==> config.mk <==
export PLATFORM = sky130hd
export DESIGN_NAME = vga_text_engine
export DESIGN_NICKNAME = d
export VERILOG_FILES = /design/src/rtl/vga_text_engine.sv
export SDC_FILE = /design/constraint.sdc
export NUM_CORES = 1
export LEC_CHECK = 0
export ABC_AREA = 1
export BUFFER_PORTS_ARGS = -buffer_cell sky130_fd_sc_hd__buf_2
export CORE_MARGIN = 4
export CORE_UTILIZATION = 35
export DETAILED_ROUTE_END_ITERATION = 7
export MAX_ROUTING_LAYER = met4
export SYNTH_ARGS = -nofsm -noshare
export SYNTH_HDL_FRONTEND = slang
export SYNTH_SLANG_ARGS = --single-unit
==> constraint.sdc <==
create_clock -name clk_i -period 2.61 [get_ports clk_i]
set_input_delay 0.3915 -clock clk_i [delete_from_list [all_inputs] [get_ports clk_i]]
set_output_delay 0.3915 -clock clk_i [all_outputs]
set_load 0.01 [all_outputs]
==> src/rtl/vga_text_engine.sv <==
// Text-mode VGA pixel engine: parametrised raster timing, character buffer and
// font walk through a fixed 3-cycle pipeline, 16-entry palette, blinking cursor.
module vga_text_engine #(
  parameter int   H_ACTIVE     = 640,
  parameter int   H_FP         = 16,
  parameter int   H_SYNC       = 96,
  parameter int   H_BP         = 48,
  parameter int   V_ACTIVE     = 480,
  parameter int   V_FP         = 10,
  parameter int   V_SYNC       = 2,
  parameter int   V_BP         = 33,
  parameter logic SYNC_POL     = 1'b0,
  parameter int   COLOR_WIDTH  = 4,
  parameter int   CHAR_W       = 8,
  parameter int   CHAR_H       = 16,
  parameter int   BLINK_FRAMES = 16,
  parameter int   N_COL        = H_ACTIVE / CHAR_W,
  parameter int   N_ROW        = V_ACTIVE / CHAR_H,
  parameter int   BUF_AW       = $clog2(N_COL * N_ROW)
) (
  input  logic                          clk_i,
  input  logic                          rst_i,
  output logic [BUF_AW-1:0]             buf_addr_o,
  input  logic [15:0]                   buf_data_i,
  output logic [7+$clog2(CHAR_H)-1:0]   font_addr_o,
  input  logic [CHAR_W-1:0]             font_data_i,
  input  logic                          pal_we_i,
  input  logic [3:0]                    pal_idx_i,
  input  logic [3*COLOR_WIDTH-1:0]      pal_rgb_i,
  input  logic                          cursor_en_i,
  input  logic [6:0]                    cursor_col_i,
  input  logic [4:0]                    cursor_row_i,
  output logic [3*COLOR_WIDTH-1:0]      rgb_o,
  output logic                          hsync_o,
  output logic                          vsync_o,
  output logic                          de_o,
  output logic                          frame_start_o
);
  localparam int H_TOTAL = H_ACTIVE + H_FP + H_SYNC + H_BP;
  localparam int V_TOTAL = V_ACTIVE + V_FP + V_SYNC + V_BP;
  localparam int HC_W    = $clog2(H_TOTAL);
  localparam int VC_W    = $clog2(V_TOTAL);
  localparam int CW_LOG  = $clog2(CHAR_W);
  localparam int CH_LOG  = $clog2(CHAR_H);
  localparam int RGB_W   = 3 * COLOR_WIDTH;
  localparam int FC_W    = $clog2(BLINK_FRAMES + 1);

  logic [HC_W-1:0]   hc_q;
  logic [VC_W-1:0]   vc_q;
  logic              h_last, v_last;
  logic [FC_W-1:0]   frame_cnt_q;
  logic              blink_q;
  logic [RGB_W-1:0]  pal_q [16];

  // Stage-0 combinational view of the current raster position
  logic [HC_W-1:0]   s0_col;
  logic [VC_W-1:0]   s0_row;
  logic [CW_LOG-1:0] s0_xoff;
  logic [CH_LOG-1:0] s0_grow;
  logic              s0_de, s0_hs, s0_vs, s0_fs, s0_cur;
  logic [BUF_AW-1:0] s0_addr;

  // Stage-1: buffer read in flight
  logic              s1_de_q, s1_hs_q, s1_vs_q, s1_fs_q, s1_cur_q;
  logic [CW_LOG-1:0] s1_xoff_q;
  logic [CH_LOG-1:0] s1_grow_q;

  // Stage-2: font read in flight, colour indices known
  logic              s2_de_q, s2_hs_q, s2_vs_q, s2_fs_q;
  logic [CW_LOG-1:0] s2_xoff_q;
  logic [3:0]        s2_fg_q, s2_bg_q;
  logic              s2_pix;
  logic [3:0]        s2_idx;

  // Stage-3: output registers
  logic [RGB_W-1:0]  rgb_q;
  logic              de_q, hs_q, vs_q, fs_q;

  // Bit 7 of a cell carries no meaning for this engine.
  logic unused_cell_bit;
  assign unused_cell_bit = buf_data_i[7];

  assign h_last = (32'(hc_q) == H_TOTAL - 1);
  assign v_last = (32'(vc_q) == V_TOTAL - 1);

  // Raster counters: pixel within line, then line within frame.
  always_ff @(posedge clk_i) begin
    if (rst_i) begin
      hc_q <= '0;
      vc_q <= '0;
    end else if (h_last) begin
      hc_q <= '0;
      vc_q <= v_last ? '0 : vc_q + VC_W'(1);
    end else begin
      hc_q <= hc_q + HC_W'(1);
    end
  end

  // Cursor blink: phase flips once every BLINK_FRAMES frames.
  always_ff @(posedge clk_i) begin
    if (rst_i) begin
      frame_cnt_q <= '0;
      blink_q     <= 1'b0;
    end else if (h_last && v_last) begin
      if (32'(frame_cnt_q) == BLINK_FRAMES - 1) begin
        frame_cnt_q <= '0;
        blink_q     <= ~blink_q;
      end else begin
        frame_cnt_q <= frame_cnt_q + FC_W'(1);
      end
    end
  end

  // Stage 0: decode position into cell address, timing flags and cursor hit.
  always_comb begin
    s0_col  = hc_q >> CW_LOG;
    s0_row  = vc_q >> CH_LOG;
    s0_xoff = hc_q[CW_LOG-1:0];
    s0_grow = vc_q[CH_LOG-1:0];
    s0_de   = (32'(hc_q) < H_ACTIVE) && (32'(vc_q) < V_ACTIVE);
    s0_hs   = (32'(hc_q) >= H_ACTIVE + H_FP) && (32'(hc_q) < H_ACTIVE + H_FP + H_SYNC);
    s0_vs   = (32'(vc_q) >= V_ACTIVE + V_FP) && (32'(vc_q) < V_ACTIVE + V_FP + V_SYNC);
    s0_fs   = (hc_q == '0) && (vc_q == '0);
    s0_cur  = cursor_en_i && blink_q && s0_de
              && (32'(cursor_col_i) < N_COL) && (32'(cursor_row_i) < N_ROW)
              && (32'(cursor_col_i) == 32'(s0_col))
              && (32'(cursor_row_i) == 32'(s0_row))
              && (32'(s0_grow) >= CHAR_H - 2);
    // Blanking parks the address at cell 0 so it never leaves the buffer.
    s0_addr = s0_de ? BUF_AW'(32'(s0_row) * N_COL + 32'(s0_col)) : '0;
  end

  assign buf_addr_o = s0_addr;

  // Stage 1: hold position context while the cell is read.
  always_ff @(posedge clk_i) begin
    if (rst_i) begin
      s1_de_q   <= 1'b0;
      s1_hs_q   <= 1'b0;
      s1_vs_q   <= 1'b0;
      s1_fs_q   <= 1'b0;
      s1_cur_q  <= 1'b0;
      s1_xoff_q <= '0;
      s1_grow_q <= '0;
    end else begin
      s1_de_q   <= s0_de;
      s1_hs_q   <= s0_hs;
      s1_vs_q   <= s0_vs;
      s1_fs_q   <= s0_fs;
      s1_cur_q  <= s0_cur;
      s1_xoff_q <= s0_xoff;
      s1_grow_q <= s0_grow;
    end
  end

  assign font_addr_o = {buf_data_i[6:0], s1_grow_q};

  // Stage 2: latch colour indices, swapping them under the cursor.
  always_ff @(posedge clk_i) begin
    if (rst_i) begin
      s2_de_q   <= 1'b0;
      s2_hs_q   <= 1'b0;
      s2_vs_q   <= 1'b0;
      s2_fs_q   <= 1'b0;
      s2_xoff_q <= '0;
      s2_fg_q   <= '0;
      s2_bg_q   <= '0;
    end else begin
      s2_de_q   <= s1_de_q;
      s2_hs_q   <= s1_hs_q;
      s2_vs_q   <= s1_vs_q;
      s2_fs_q   <= s1_fs_q;
      s2_xoff_q <= s1_xoff_q;
      s2_fg_q   <= s1_cur_q ? buf_data_i[15:12] : buf_data_i[11:8];
      s2_bg_q   <= s1_cur_q ? buf_data_i[11:8]  : buf_data_i[15:12];
    end
  end

  // Glyph bit selects foreground or background; MSB is the leftmost pixel.
  always_comb begin
    s2_pix = font_data_i[CW_LOG'(CHAR_W - 1) - s2_xoff_q];
    s2_idx = s2_pix ? s2_fg_q : s2_bg_q;
  end

  // Palette: read combinationally, so a same-cycle write is seen one cycle later.
  always_ff @(posedge clk_i) begin
    if (rst_i) begin
      for (int i = 0; i < 16; i++) begin
        pal_q[i] <= (i == 0) ? {RGB_W{1'b0}} : {RGB_W{1'b1}};
      end
    end else if (pal_we_i) begin
      pal_q[pal_idx_i] <= pal_rgb_i;
    end
  end

  // Stage 3: aligned output registers; colour is blanked outside active video.
  always_ff @(posedge clk_i) begin
    if (rst_i) begin
      rgb_q <= '0;
      de_q  <= 1'b0;
      hs_q  <= ~SYNC_POL;
      vs_q  <= ~SYNC_POL;
      fs_q  <= 1'b0;
    end else begin
      rgb_q <= s2_de_q ? pal_q[s2_idx] : '0;
      de_q  <= s2_de_q;
      hs_q  <= s2_hs_q ? SYNC_POL : ~SYNC_POL;
      vs_q  <= s2_vs_q ? SYNC_POL : ~SYNC_POL;
      fs_q  <= s2_fs_q;
    end
  end

  assign rgb_o         = rgb_q;
  assign de_o          = de_q;
  assign hsync_o       = hs_q;
  assign vsync_o       = vs_q;
  assign frame_start_o = fs_q;

endmodule
==> reports/results.txt <==
Clock latency on the worst-skew pair: 0.55 ns
GRT overflow: 0
Async SR Flop Fraction: 0%
Synthesized flop and latch total: 261
H-tree lvl count: 1
Antenna violations before repair: 4
Hold buffers post-CTS: 0
Slew at the pin closest to its max-slew limit: 0.832 ns
Static leakage: 6.28 nW
Largest net degree at the start of global routing: 55
Cell internal pwr: 7.32 mW
Die ar.: 39,400 sq um
Failing checks: negative setup slack
Hold Fails Final Rpt: 0
Net Sw Frac: 24.7%
Mapped Area: 12,700 sq um
CP cell instances: ha_4, ha_4, inv_2, fa_2, buf_6, nor2_4, nand2_2, nor3b_2, nor3_1, buf_2
WHS Path Cells: 3
IO Count: 95
Die W: 199 microns
Endpoints failing setup: 4
Min cycle time layout: 2.85 ns
RePlAce Congestion: 0.845
Post-Syn Instances: 1,467
Initial Utilization: 35.6%
Worst path depth: 10
PwrDens: 652 nW/um^2
Avg WL per Cell: 15.9 microns
Crit path launch: vc_q[7]$_SDFFE_PP0N_
Terminus of the critical flop-to-flop path: rgb_o[2]$_SDFF_PP0_
Netlist cell types: 42
Area of the core: 35,700 sq um
Largest family of logic cells by synthesized area: simple AND/OR/NAND/NOR gates
Max Freq: 0.350 GHz
Pre-antenna DRT Iters: 5
Area growth syn-to-layout: 17.3%
Synthesized-area fraction occupied by adder cells: 1.89%
Finished Core Util: 41.8%
Max VDD drop: 0.508 mV
Setup ws final: -0.243 ns
CTS Buf Count: 28
Routed vias/inst: 4.82
CP max stage cell: fa_2
Maxcap violations: 0
Worst setup SP type: register
CP max FO: 2
Clock Tree Buf Depth: 3
Mux contribution to synthesized area: 0%
Routed WL: 32,500 microns
Site row count: 69
XOR/XNOR share of the synthesized area: 0.896%
Tcrit/Tclk final: 109%
Clock Skews: 0.0248 ns
Combinational share of power: 10.8%
RSZ-0062 raised after global routing: yes
All-Layer GR Usage: 16.8%
Max incr delay on CP: 0.57 ns
CTS tree: done
Layout Cells excl Fill: 2,042
Fin. max-slew vios: 0
Post-synthesis sequential area ratio: 56.3%
Worst Path Buf+Inv: 3
Total negative slack: -0.904 ns
Critical Path RT: 2.22 ns
Yosys top cell area share: 45.4%
CP arrival: 2.46 ns
Num Clock Sinks: 261
Number of global-route vias before repair: 9,556
DRC: 0
Synth Area in Simple Gates: 27.3%
Worst Hold Class: in -> reg
R2r startpoint: s2_xoff_q[0]$_SDFF_PP0_
Net Count, Synth: 1,541
FF-to-FF path depth: 11
Dpl hpwl: 21,600 microns
Final Net Count: 1,629
Setup Crit Path Kind: reg -> out
First-pass GRT wire length: 51,200 microns
Worst setup path endpoint: buf_addr_o[10]
Compound-cell area share of the yosys netlist: 3.21%
Final Hold Slack: 0.0869 ns
Syn Area/Cell: 8.66 sq um
CTS root buffer: clkbuf_16
Via count: 9,850
Initial DRC Count: 815
Number of nets with antenna violations after routing: 0
Post-synth EDFFs: 192
Die H: 199 microns
Sw power: 2.40 mW
Layout cells sized above 1: 14.6%
Worst-path clk slew: 0.07 ns
Worst path top cell family by delay: adder cells
Slew headroom: 44.5%
Cell repeated most along the worst path: ha_4
Run status: complete, but fails checks
Clk pwr share: 40.9%
R2R Setup Slk: 0.32 ns
Top_reg_cell synth: edfxtp_1
Synth top area cells: edfxtp_1 (45%), nand2_1 (11%), dfxtp_1 (11%)
Area leader, netlist: edfxtp_1
Port bufs: 79
CP endpoint kind: primary output
Dpl cells: 1,983
Synth warnings: 0
Sequential Power Share: 48.3%
==> Yosys cell counts, drive strengths merged (2+ instances only) <==
cell type  instances
or2                3
xor2              11
xnor2              2
clkbuf            41
nor3              17
nor2             102
o21a               2
nor3b              8
nand3            208
edfxtp           192
ha                16
nand3b            37
buf               40
a211oi             2
nor4               4
a21oi             30
dfxtp             69
nand2            384
inv              247
fa                 2
o21ai             30
nand4             10
==> cell families (layout without fill, tap and decap cells) <==
family	after synthesis	in the layout
and+or+nand+nor	774	774
AOI/OAI and AO/OA	72	72
buffers and inverters	329	439
other	0	4
xor gates and xnor gates	13	13
adders and majority gates	18	18
DFF	261	261
==> routing by layer <==
layer	part of all wire [%]	vias to the layer above	routed length (microns)	global-route usage, %
met2	47	256	15100	27.3
met4	3.0	0	973	5.12
met5	0	-	0	-
li1	-	4881	-	-
met3	6.2	55	2020	3.20
met1	44	4658	14400	21.5
==> sequential cells by signal, indices dropped and copies added (netlist names), 3 cells and up <==
signal and cells:
pal_q 192, s2_fg_q 4, s2_xoff_q 3, frame_cnt_q 5, s2_bg_q 4, s1_grow_q 4
s1_xoff_q 3, hc_q 10, rgb_o 12, vc_q 10
==> timing repair <==
action,in CTS,in global routing
buffers inserted,3,1
pin swaps,14,11
resized for setup,25,13
gates cloned,0,0
setup endpoints to repair,10,12
==> stage by stage <==
step / area [sq um] / setup slack [ns] / total power [mW]
6_report: 14900 / -0.243 / 9.72
5_1_grt: 14900 / -0.376 / 10.1
4_1_cts: 14800 / -0.392 / 9.80
3_5_place_dp: 13800 / 0.0810 / 5.84
3_3_place_gp: 13800 / 0.0768 / 5.82
2_1_floorplan: 12700 / 0.133 / 5.47
==> worst reg2reg max path, cell delays in order (launching register included) <==
cell     delay [ns]
dfxtp_1        0.42
nand2_1        0.08
nand3_1        0.09
nand3_2        0.15
nand2_4        0.18
nand2_2        0.08
nand2_4        0.20
buf_4          0.32
nand3_1        0.12
nand3_1        0.15
nand3_1        0.18
a21oi_1        0.22
==> layout by cell type (no fill, tap or decap), drive strengths merged <==
cell type / n
a211o: 1
a211oi: 2
a21boi: 1
a21oi: 30
a221oi: 1
a31oi: 1
and3: 1
buf: 139
bufinv: 2
clkbuf: 34
clkinv: 13
clkinvlp: 1
dfxtp: 69
diode: 4
edfxtp: 192
fa: 2
ha: 16
inv: 250
nand2: 384
nand3: 208
nand3b: 37
nand4: 10
nor2: 102
nor3: 17
nor3b: 8
nor4: 4
o2111ai: 1
o211a: 1
o21a: 2
o21ai: 30
o21bai: 1
o221ai: 1
or2: 3
xnor2: 2
xor2: 11
==> final cells by class <==
cell class              instances  area (sq um)
repair buffers                139           903
fillers                      3488         20800
diodes                          4          10.0
flip-flops and latches        261          7160
inverters                     248           932
well taps                     461           577
clock inverters                18           146
clock buffers                  34           787
multi-input cells             877          4390
==> power groups by stage <==
stage	registers, mW	logic (mW)	clock network (mW)
after global routing	4.72	1.16	4.22
after detailed placement	4.79	1.05	0
after CTS	4.70	1.05	4.05
final	4.70	1.05	3.97
after floorplan	4.78	0.684	0
after global placement	4.78	1.03	0
==> worst min-delay path by stage <==
stage,from,endpoint,slack [ns]
after floorplan,s2_hs_q$_SDFF_PP0_,hsync_o$_SDFF_PP1_,0.35
after global placement,s2_vs_q$_SDFF_PP0_,vsync_o$_SDFF_PP1_,0.36
after detailed placement,s2_vs_q$_SDFF_PP0_,vsync_o$_SDFF_PP1_,0.37
after CTS,buf_data_i[13],s2_fg_q[1]$_SDFF_PP0_,0.07
after global routing,buf_data_i[13],s2_fg_q[1]$_SDFF_PP0_,0.09
final,buf_data_i[13],s2_fg_q[1]$_SDFF_PP0_,0.09
Power figures use the tool's default switching activity.
